`config.mk`:
```
export PLATFORM = sky130hd
export DESIGN_NAME = count_ctrl
export DESIGN_NICKNAME = d
export VERILOG_FILES = /design/src/rtl/count_pkg.sv /design/src/rtl/count_ctrl.sv
export SDC_FILE = /design/constraint.sdc
export NUM_CORES = 1
export LEC_CHECK = 0
export CORE_MARGIN = 4
export CORE_UTILIZATION = 45
export CTS_BUF_LIST = sky130_fd_sc_hd__clkbuf_2 sky130_fd_sc_hd__clkbuf_4 sky130_fd_sc_hd__clkbuf_8
export CTS_CLUSTER_DIAMETER = 120
export DETAILED_ROUTE_END_ITERATION = 10
export MAX_ROUTING_LAYER = met4
export PLACE_DENSITY = 0.74
export SYNTH_ARGS = -nofsm -noshare
export SYNTH_HDL_FRONTEND = slang
export SYNTH_SLANG_ARGS = --single-unit
```
`constraint.sdc`:
```
create_clock -name clk -period 3 [get_ports clk]
set_input_delay 0.6 -clock clk [delete_from_list [all_inputs] [get_ports clk]]
set_output_delay 0.6 -clock clk [all_outputs]
set_load 0.01 [all_outputs]
```
`src/rtl/count_pkg.sv`:
```
// count_pkg: shared state encoding and width default for count_ctrl
package count_pkg;
  localparam int WIDTH_DEF = 6;
  typedef enum logic [1:0] {
    IDLE  = 2'd0,
    RUN   = 2'd1,
    DONE  = 2'd2,
    ABORT = 2'd3
  } state_t;
endpackage

```
`src/rtl/count_ctrl.sv`:
```
// count_ctrl: grants a bounded number of increments to an external free-running counter
module count_ctrl
  import count_pkg::*;
#(
  parameter int WIDTH = WIDTH_DEF
) (
  input  logic             clk,
  input  logic             rst_n,
  input  logic             start,
  input  logic             stop,
  input  logic [WIDTH-1:0] limit,
  input  logic [WIDTH-1:0] q,
  output logic             en,
  output logic             busy,
  output logic             done,
  output logic             aborted,
  output logic [WIDTH-1:0] elapsed
);
  state_t           state, state_nxt;
  logic [WIDTH-1:0] base, lim, held, diff;
  logic             go;
  // modular difference keeps elapsed correct across counter wrap
  assign diff    = q - base;
  assign go      = (state == IDLE) && start && !stop;
  assign busy    = state == RUN;
  assign done    = state == DONE;
  assign aborted = state == ABORT;
  assign elapsed = busy ? diff : held;
  assign en      = busy && !stop && (diff != lim);
  always_comb begin
    state_nxt = (state == IDLE) ? (go ? RUN : IDLE) :
                (state == RUN)  ? (stop ? ABORT : ((diff == lim) ? DONE : RUN)) :
                IDLE;
  end
  always_ff @(posedge clk or negedge rst_n) begin
    if (!rst_n) begin
      state <= IDLE;
      base  <= '0;
      lim   <= '0;
      held  <= '0;
    end else begin
      state <= state_nxt;
      if (go) begin
        base <= q;
        lim  <= limit;
      end
      if (busy) held <= diff;
    end
  end
endmodule

```
# Yosys cells after proc, flatten, opt, wreduce, memory -nomap -nowiden
# Index checks and enable logic that the tools add are counted.
dict set report word_totals {
  ff_bits 20
  input_bits 16
  output_inout_bits 10
  elab_cells 22
}
dict set report op_classes {
  n_addsub 1
  eq_ne 5
  n_mux 6
  n_reduce_logical 6
}
# cell count
set ops {}
lappend ops {{$mux 2} 4}
lappend ops {{$eq 6x6->1} 1}
lappend ops {{$mux 6} 1}
lappend ops {{$ne 6x6->1} 1}
lappend ops {{$sub 6x6->6} 1}
lappend ops {{$eq 2x2->1 const B} 2}
lappend ops {{$logic_and 1x1->1} 4}
lappend ops {{$eq 2x1->1 const B} 1}
lappend ops {{$logic_not 2->1} 1}
lappend ops {{$logic_not 1->1} 1}
lappend ops {{$mux 1} 1}

# Depth between registers and ports, before layout
dict set report logic_depth {
  ltp_word 6
  mapped_depth 10
  ltp_nobuf 10
}

# Worst setup path after synthesis
# OpenSTA, ideal clock, no wires.
dict set report synth_timing {
  path_kind {input to output}
  startpoint {input port q[0]}
  endpoint {output port en}
  arrival_time_ns 2.220
  required_time_ns 2.400
  path_slack_ns 0.180
  path_stages 10
  n_path_buf 0
  path_cell_list {inv_1 ha_1 inv_1 fa_1 a21o_1 a21oi_1 xor2_1 xnor2_1 nor3_2 nor3_1}
}
dict set report synth_between {
  elab_chain_cells 3
}
# item line_no
set synth_rtl {}
lappend synth_rtl {{from (decl)} count_ctrl.sv:12} ;# input logic [WIDTH-1:0] q,
lappend synth_rtl {{$sub 6x6->6} count_ctrl.sv:23} ;# assign diff = q - base;
lappend synth_rtl {{$ne 6x6->1} count_ctrl.sv:29} ;# assign en = busy && !stop && (diff != lim);
lappend synth_rtl {{$logic_and 1x1->1} count_ctrl.sv:29}
lappend synth_rtl {{to (decl)} count_ctrl.sv:13} ;# output logic en,
# Every way passes these cells.

# Worst setup path after layout
dict set report layout_timing {
  startpoint {input port q[3]}
  endpoint {output port en}
}
# Same word-level chain as after synthesis.

==> run_results.csv <==
group,metric,value,unit
worst_setup_path,cp_top_family,"compound AO/OA/AOI/OAI gates",
worst_setup_path,cp.required,2.40,ns
synthesis,netlist_area,1060,um^2
clock_tree,clkTransAtPathRegs,0.11,ns
clock_tree,root_buffer,"clkbuf_4",
power_and_ir_drop,fin_total_pwr,0.00174,W
layout,antenna_cells,0,
floorplan,placementRows,17,
timing,slew_viol_final,0,
timing,finalCritPeriodShare,98.2,%
synthesis,ys_seq_area_share,47.3,%
timing,max_slew_margin,41.4,%
power_and_ir_drop,ir_drop,0.641,mV
detailed_routing,top_layer,"met4",
place,placed_cells,161,
power_and_ir_drop,power_density,1130,nW/um^2
floorplan,core,2230,um^2
timing,tns,0,ns
detailed_routing,drt-pass1-iter-count,4,
synthesis,synth_cells,98,
timing,rsz0062_at_grt,"yes",
global_routing,grt.total_usage,14.9,%
clock_tree,cts.htree.levels,1,
layout,layout.nets,163,
detailed_routing,drt-initial-drc-count,4,
clock_tree,clock_path_buffers,2,
timing,max_freq,340,MHz
synthesis,ys_seq_elements,20,
synthesis,synth_cell_types,25,
timing,fin_skew,0.000912,ns
synthesis,syn-mean-instance-area,10.8,um^2
outcome,outcome,"finished, final reports clean",
layout,syn_to_final_growth,45.1,%
timing,setup_viol,0,
synthesis,yosys.area.top_type,"dfrtp_1",
global_routing,grt_pass1_vias,783,
timing,worst_pin_slew,0.877,ns
floorplan,die_area,3190,um^2
global_routing,grt_max_degree,21,
timing,fin_hold_ws,0.483,ns
layout,drive_above_1_share,30.9,%
worst_setup_path,slowest_stage,"ha_1",
detailed_routing,wl,2240,um
layout,final_cell_mix,"dfrtp_1 (20), nand2_1 (18), clkdlybuf4s50_1 (15), buf_4 (15)",
detailed_routing,met3WireLength,83,um
synthesis,synth_area_leaders,"dfrtp_1 (47%), mux2_2 (8.5%), xnor2_1 (6.6%)",
timing,period_needed,2.94,ns
worst_setup_path,crit_arrival,2.34,ns
floorplan,die_h,56.5,um
place,hpwl,1610,um
detailed_routing,dr_wl_met2,1170,um
floorplan,die_w,56.5,um
detailed_routing,dr_total_vias,823,
flow_run,max-cap-violations,0,
synthesis,synth_top_area_share,47.3,%
layout,fin_cells,167,
worst_setup_path,cp_cell_sequence,"dlygate4sd2_1, ha_1, a21o_1, a21oi_1, o21a_2, xnor3_1, nor3_2, nor3_2, buf_2",
global_routing,overflow,0,
worst_setup_path,cp-end-kind,"primary output",
worst_setup_path,critPathLaunch,"q[3]",
worst_setup_path,reg2reg_from,"base[0]$_DFFE_PN0P_",
power_and_ir_drop,power.leakage,0.699,nW
global_routing,antenna_found_initial,0,
worst_setup_path,critPathMaxStageDelay,0.29,ns
detailed_routing,drc,0,
detailed_routing,vias_per_cell,4.93,
layout,final_common_cell,"dfrtp_1",
place,port_buffers,25,
clock_tree,clock_sink_count,20,
floorplan,io_pins,26,
synthesis,synth.net_count,120,
clock_tree,numCtsBuffers,3,
timing,hold_violations,0,
detailed_routing,wl_met1,935,um
floorplan,start_util,47.3,%
hold_path,hold_path.class,"reg -> reg",
hold_path,holdCritStartpoint,"held[2]$_DFF_PN0_",
place,gp_congestion,0.782,
worst_setup_path,critPathMostFrequentCell,"nor3_2",
global_routing,grt_pass1_wl,3620,um
synthesis,yosysWarnings,0,
detailed_routing,ant_nets,0,
worst_setup_path,path_class,"in -> out",
worst_setup_path,cp_max_fo,2,
worst_setup_path,critical_path_buf_inv_count,2,
clock_tree,clock_latency,0.29,ns
worst_setup_path,crit_path_start_kind,"input pin",
detailed_routing,wl_per_cell,13.4,um
clock_tree,cts_tree,"done",
path summary, 6_finish.rpt:
path                            slack [ns]  cells after the start             endpoint
worst max-delay path                  0.06                      9                   en
worst min-delay path                  0.48                      2    held[2]$_DFF_PN0_
worst max register to register        0.79                     11   state[1]$_DFF_PN0_
worst min register to register        0.48                      2    held[2]$_DFF_PN0_
max in group asynchronous             1.67                      1   state[1]$_DFF_PN0_
min in group asynchronous             0.79                      1  base[4]$_DFFE_PN0P_
timing repair:
| item | CTS | global route |
|---|---|---|
| pin swaps | 10 | 10 |
| hold buffers | 0 | 0 |
| setup buffers | 2 | 1 |
| endpoints found under the setup margin | 6 | 3 |
| resized for setup | 28 | 8 |
cells by family after synthesis:
logic type                 share of synthesized area (%)
AOI/OAI and AO/OA                                   9.47
adders and majority gates                           7.81
buffers and inverters                               3.55
xor gates and xnor gates                            11.2
and+or+nand+nor                                     12.1
DFF                                                 47.3
muxes                                               8.52
final cells by class:
type	instances	area, um^2
fill	180	699
multi-input combinational	69	597
sequential	20	500
timing repair buffer	40	350
tap	28	35.0
inverter	7	28.8
clock buffer	3	22.5
worst min-delay path, stage by stage, from the launching register on:
cell,delay (ns)
dfrtp_1,0.34
nand2_1,0.05
nand2_1,0.07
metrics by stage:
step / utilization [%] / instance area [um^2] / worst slack (ns)
after floorplan: - / 1060 / 0.180
after global placement: 63.6 / 1420 / -0.708
after detailed placement: 63.6 / 1420 / -0.810
after CTS: 66.9 / 1490 / -0.00845
after global routing: 68.7 / 1530 / -0.0680
final: 68.7 / 1530 / 0.0554
sequential cells by signal (all words and copies together), names as in the netlist:
name,count
state,2
lim,6
held,6
base,6
routing by layer:
layer | GRT usage [%] | vias to the layer above
li1 | - | 410
met1 | 18.1 | 392
met2 | 24.6 | 15
met3 | 2.30 | 6
met4 | 6.10 | 0
met5 | - | -
synthesized netlist by cell type:
cell type,n
a21o_1,3
a21oi_1,4
a31oi_1,1
and2_1,1
buf_4,1
clkbuf_1,1
dfrtp_1,20
fa_1,1
ha_1,5
inv_1,7
mux2_2,8
nand2_1,18
nand2b_1,1
nand3_1,1
nand4_1,1
nor2b_1,1
nor3_1,1
nor3_2,1
nor4b_2,1
o21a_1,1
o21a_2,1
o21ai_0,7
xnor2_1,8
xnor3_1,1
xor2_1,3
report_power, final:
part / internal [W] / total (W) / leakage (nW) / switching [W]
clock network: 0.0000467 / 0.000125 / 0.0138 / 0.0000778
logic: 0.000624 / 0.00114 / 0.444 / 0.000519
registers: 0.000406 / 0.000472 / 0.242 / 0.0000661
total: 0.00108 / 0.00174 / 0.699 / 0.000663
(Power assumes the default switching activity.)
==> RTL change 1 (config.mk and constraints unchanged) <==
Re-encode `state_t` (4 states) as one-hot, 4 bits wide.
--- a/src/rtl/count_pkg.sv
+++ b/src/rtl/count_pkg.sv
@@ -1,11 +1,11 @@
 // count_pkg: shared state encoding and width default for count_ctrl
 package count_pkg;
   localparam int WIDTH_DEF = 6;
-  typedef enum logic [1:0] {
-    IDLE  = 2'd0,
-    RUN   = 2'd1,
-    DONE  = 2'd2,
-    ABORT = 2'd3
+  typedef enum logic [3:0] {
+    IDLE  = 4'b0001,
+    RUN   = 4'b0010,
+    DONE  = 4'b0100,
+    ABORT = 4'b1000
   } state_t;
 endpackage
 
Formal check against the unedited RTL: no difference found for any inputs over 10 cycles, from zero or initial values and one cycle with rst_n low; not proved beyond that.
==> RTL change 1 against the original RTL <==
Sequential cell count is 2 higher; total power decreased by 20%; first-iteration DRC count grew to 4.0 times the old value; via count up 18%; setup slack improved by 0.036 ns; area after synthesis up 11%; sequential share of layout area shrank 0.95 points; cell area increased by 14%; register-to-register slack worse by 0.56 ns; routed wire length increased by 28%; critical path type unchanged; highest routed layer unchanged.
==> RTL change 1: results <==
{
  "synth_area_per_cell_um2": 11.0,
  "synthTopCellsByCount": "dfrtp_1, nand2_1, inv_1, mux2_2, xnor2_1",
  "cts_setup_buffers": 10,
  "place_ws_ns": -0.597,
  "synthMuxAreaShare_pct": 10.6,
  "p_seq_mw": 0.438,
  "holdWs_ns": 0.495,
  "ys_top_cells_by_area": "dfrtp_1, mux2_2, ha_1",
  "grt_pass1_wl_um": 4510,
  "final_util_pct": 70.3,
  "routed_via_density": 5.24,
  "hpwl_um": 1940,
  "status": "finished clean",
  "wire_per_inst_um": 15.5,
  "clk_pin_slew_ns": 0.14,
  "synth_compound_area_share_pct": 9.51,
  "drt_iter0_drc": 16,
  "grt_max_degree": 23,
  "final-instance-count-excl-fill": 185,
  "nNetsFinal": 178,
  "p_switching_mw": 0.459,
  "post_dp_cell_area_um2": 1530,
  "skew_ns": 0.0175,
  "grtUsageTotal_pct": 17.7,
  "leakagePower_nw": 0.818,
  "ys_types": 34,
  "postCtsResizedCells": 27,
  "fillers": 188,
  "fmax_ghz": 0.344,
  "clkPwrFrac_pct": 16.7,
  "insertion_delay_ns": 0.32
}
-- RTL change 1: cell types whose count changed after synthesis, sizes merged, moves of 2 or more --
cell    delta
mux2       +3
a21o       -2
nor3       -2
nand2      -7
nor2       +4
and2       +2
nand3b     +2
o21a       -2
xnor2      -2
-- RTL change 1: critical path, stage by stage --
cell             delay (ns)
clkdlybuf4s50_1        0.46
ha_4                   0.19
a21o_4                 0.22
a31oi_4                0.18
xnor3_1                0.25
a31oi_2                0.18
a21oi_1                0.09
buf_2                  0.14
-- RTL change 1: cell type report --
type | instances | area share [%]
Tap cell | 30 | 2.16
Multi-Input combinational cell | 75 | 38.5
Clock buffer | 3 | 1.29
Timing Repair Buffer | 47 | 23.1
Sequential cell | 22 | 31.7
Inverter | 7 | 1.51
Clock inverter | 1 | 1.72
-- RTL change 1: per-layer routing --
layer	GRT usage, %	vias to the layer above	part of all wire [%]
li1	-	464	-
met4	7.77	0	2.4
met2	31.5	20	54
met3	1.96	8	3.6
met5	-	-	0
met1	19.8	478	40
==> RTL change 2 (same flow settings) <==
Without the edit above. The package constant `WIDTH_DEF` goes from 6 to 12.
--- a/src/rtl/count_pkg.sv
+++ b/src/rtl/count_pkg.sv
@@ -1,6 +1,6 @@
 // count_pkg: shared state encoding and width default for count_ctrl
 package count_pkg;
-  localparam int WIDTH_DEF = 6;
+  localparam int WIDTH_DEF = 12;
   typedef enum logic [1:0] {
     IDLE  = 2'd0,
     RUN   = 2'd1,
Ports: changed (resized elapsed, limit and q); port bits go from 26 to 44. No check against the original RTL was run, so the function may have changed too.
==> RTL change 2 against the original RTL <==
The run now ends with setup timing left; total power grew to 2.6 times the old value; area after synthesis grew 100%; non-clock buffer count grew 56; first-iteration DRC count grew to 22 times the old value; cell area grew 120%; routed wire length grew to 2.5 times the old value; via count grew 120%; setup slack lost 0.78 ns; clock skew grew 0.0046 ns; combinational power grew to 2.7 times the old value; sequential cell count grew 18; critical path depth grew 4; count of clock-buffer cells in the layout grew 3.
==> RTL change 2: results <==
{
  "drive_above_1_share_pct": 38.1,
  "grt_pass1_vias": 1927,
  "cts-buffers-inserted": 5,
  "grt_pass1_wl_um": 9100,
  "nNetsFinal": 347,
  "setup_ws_ns": -0.729,
  "root_buffer": "clkbuf_8",
  "slowest_delay_ns": 0.41,
  "routed_via_density": 5.15,
  "min-delay-path-class": "primary input to async pin",
  "synthTopCellsByCount": "dfrtp_1, nand2_1, o21ai_0",
  "hpwl_um": 3630,
  "insertion_delay_ns": 0.29,
  "ys_top_cells_by_area": "dfrtp_1, mux2_2, ha_1",
  "drt_iter0_drc": 87,
  "port_buffers": 43,
  "peakVddDrop_mv": 0.755,
  "relSlewSlack_pct": 43.2,
  "grtUsageTotal_pct": 20.1,
  "leakagePower_nw": 1.52,
  "synthMuxAreaShare_pct": 6.85,
  "dr_wl_met3_um": 217,
  "yosysSeqAreaShare_pct": 44.5,
  "skew_ns": 0.00549,
  "syn_to_final_growth_pct": 55.1,
  "routed-wl-met2_um": 3030,
  "place_ws_ns": -1.54,
  "grt_max_degree": 39,
  "synthAdderAreaFrac_pct": 7.37,
  "synth_nets": 251,
  "violations": "setup timing",
  "synth_compound_area_share_pct": 10.4,
  "htreeDepth": 2,
  "largestRegisters": "base x12, held x12, lim x12",
  "fillers": 316,
  "status": "finished, violations left",
  "final-setup-viol-count": 8,
  "place.gp.congestion": 0.812
}
RTL change 2: report_power, final:
group / internal, mW / switching [mW]
Combinational: 1.73 / 1.37
Clock: 0.266 / 0.179
Sequential: 0.773 / 0.128
RTL change 2: metrics by stage:
stage	std cells	instance area, µm²	setup TNS (ns)	hold WS [ns]	power, mW
3_3_place_gp	335	2910	-11.03	0.465	3.28
2_1_floorplan	211	2170	-0.194	0.304	2.22
3_5_place_dp	335	2910	-11.74	0.463	3.34
5_1_grt	359	3320	-3.28	0.478	4.74
6_report	359	3320	-2.48	0.402	4.45
4_1_cts	356	3250	-2.68	0.432	4.23
RTL change 2: metal layers:
metal	vias up	track usage, %
li1	904	-
met1	889	22.1
met2	43	35.9
met3	14	3.98
met4	0	7.43
met5	-	-
RTL change 2: critical path, delay by kind of cell, from the launching register on:
kind	cells	cell delay, ns
compound gates	2	0.30
fa+ha+maj	2	0.56
buf+inv	3	0.42
flops	1	0.41
simple gates	4	0.79
xor+xnor	2	0.34
RTL change 2: cell families after synthesis:
group | Yosys count
simple gates | 65
compound gates | 38
flops | 38
xor+xnor | 24
buf+inv | 21
mux | 13
fa+ha+maj | 12
RTL change 2: layout make-up:
type / count / area, µm² / area share, %
flip-flops and latches: 38 / 951 / 28.7
clock buffers: 6 / 82.6 / 2.49
multi-input cells: 152 / 1350 / 40.6
repair buffers: 96 / 782 / 23.6
well taps: 52 / 65.1 / 1.96
inverters: 14 / 60.1 / 1.81
clock inverters: 1 / 30.0 / 0.905
RTL change 2: timing repair:
item | in CTS | in global routing
pin swaps | 22 | 7
endpoints found under the setup margin | 14 | 12
buffers inserted | 15 | 3
gates resized for setup | 77 | 13
hold buffers | 0 | 0
RTL change 2: path summary, 6_finish.rpt:
path / from / to / slack (ns) / cells past startpoint
max: base[0] / en / -0.73 / 13
min: rst_n / held[6] / 0.40 / 1
max in group asynchronous: rst_n / base[7] / 2.05 / 1
max reg2reg: base[0] / state[0] / 0.07 / 13
min in group clk: held[10] / held[10] / 0.48 / 2
min reg2reg: held[10] / held[10] / 0.48 / 2
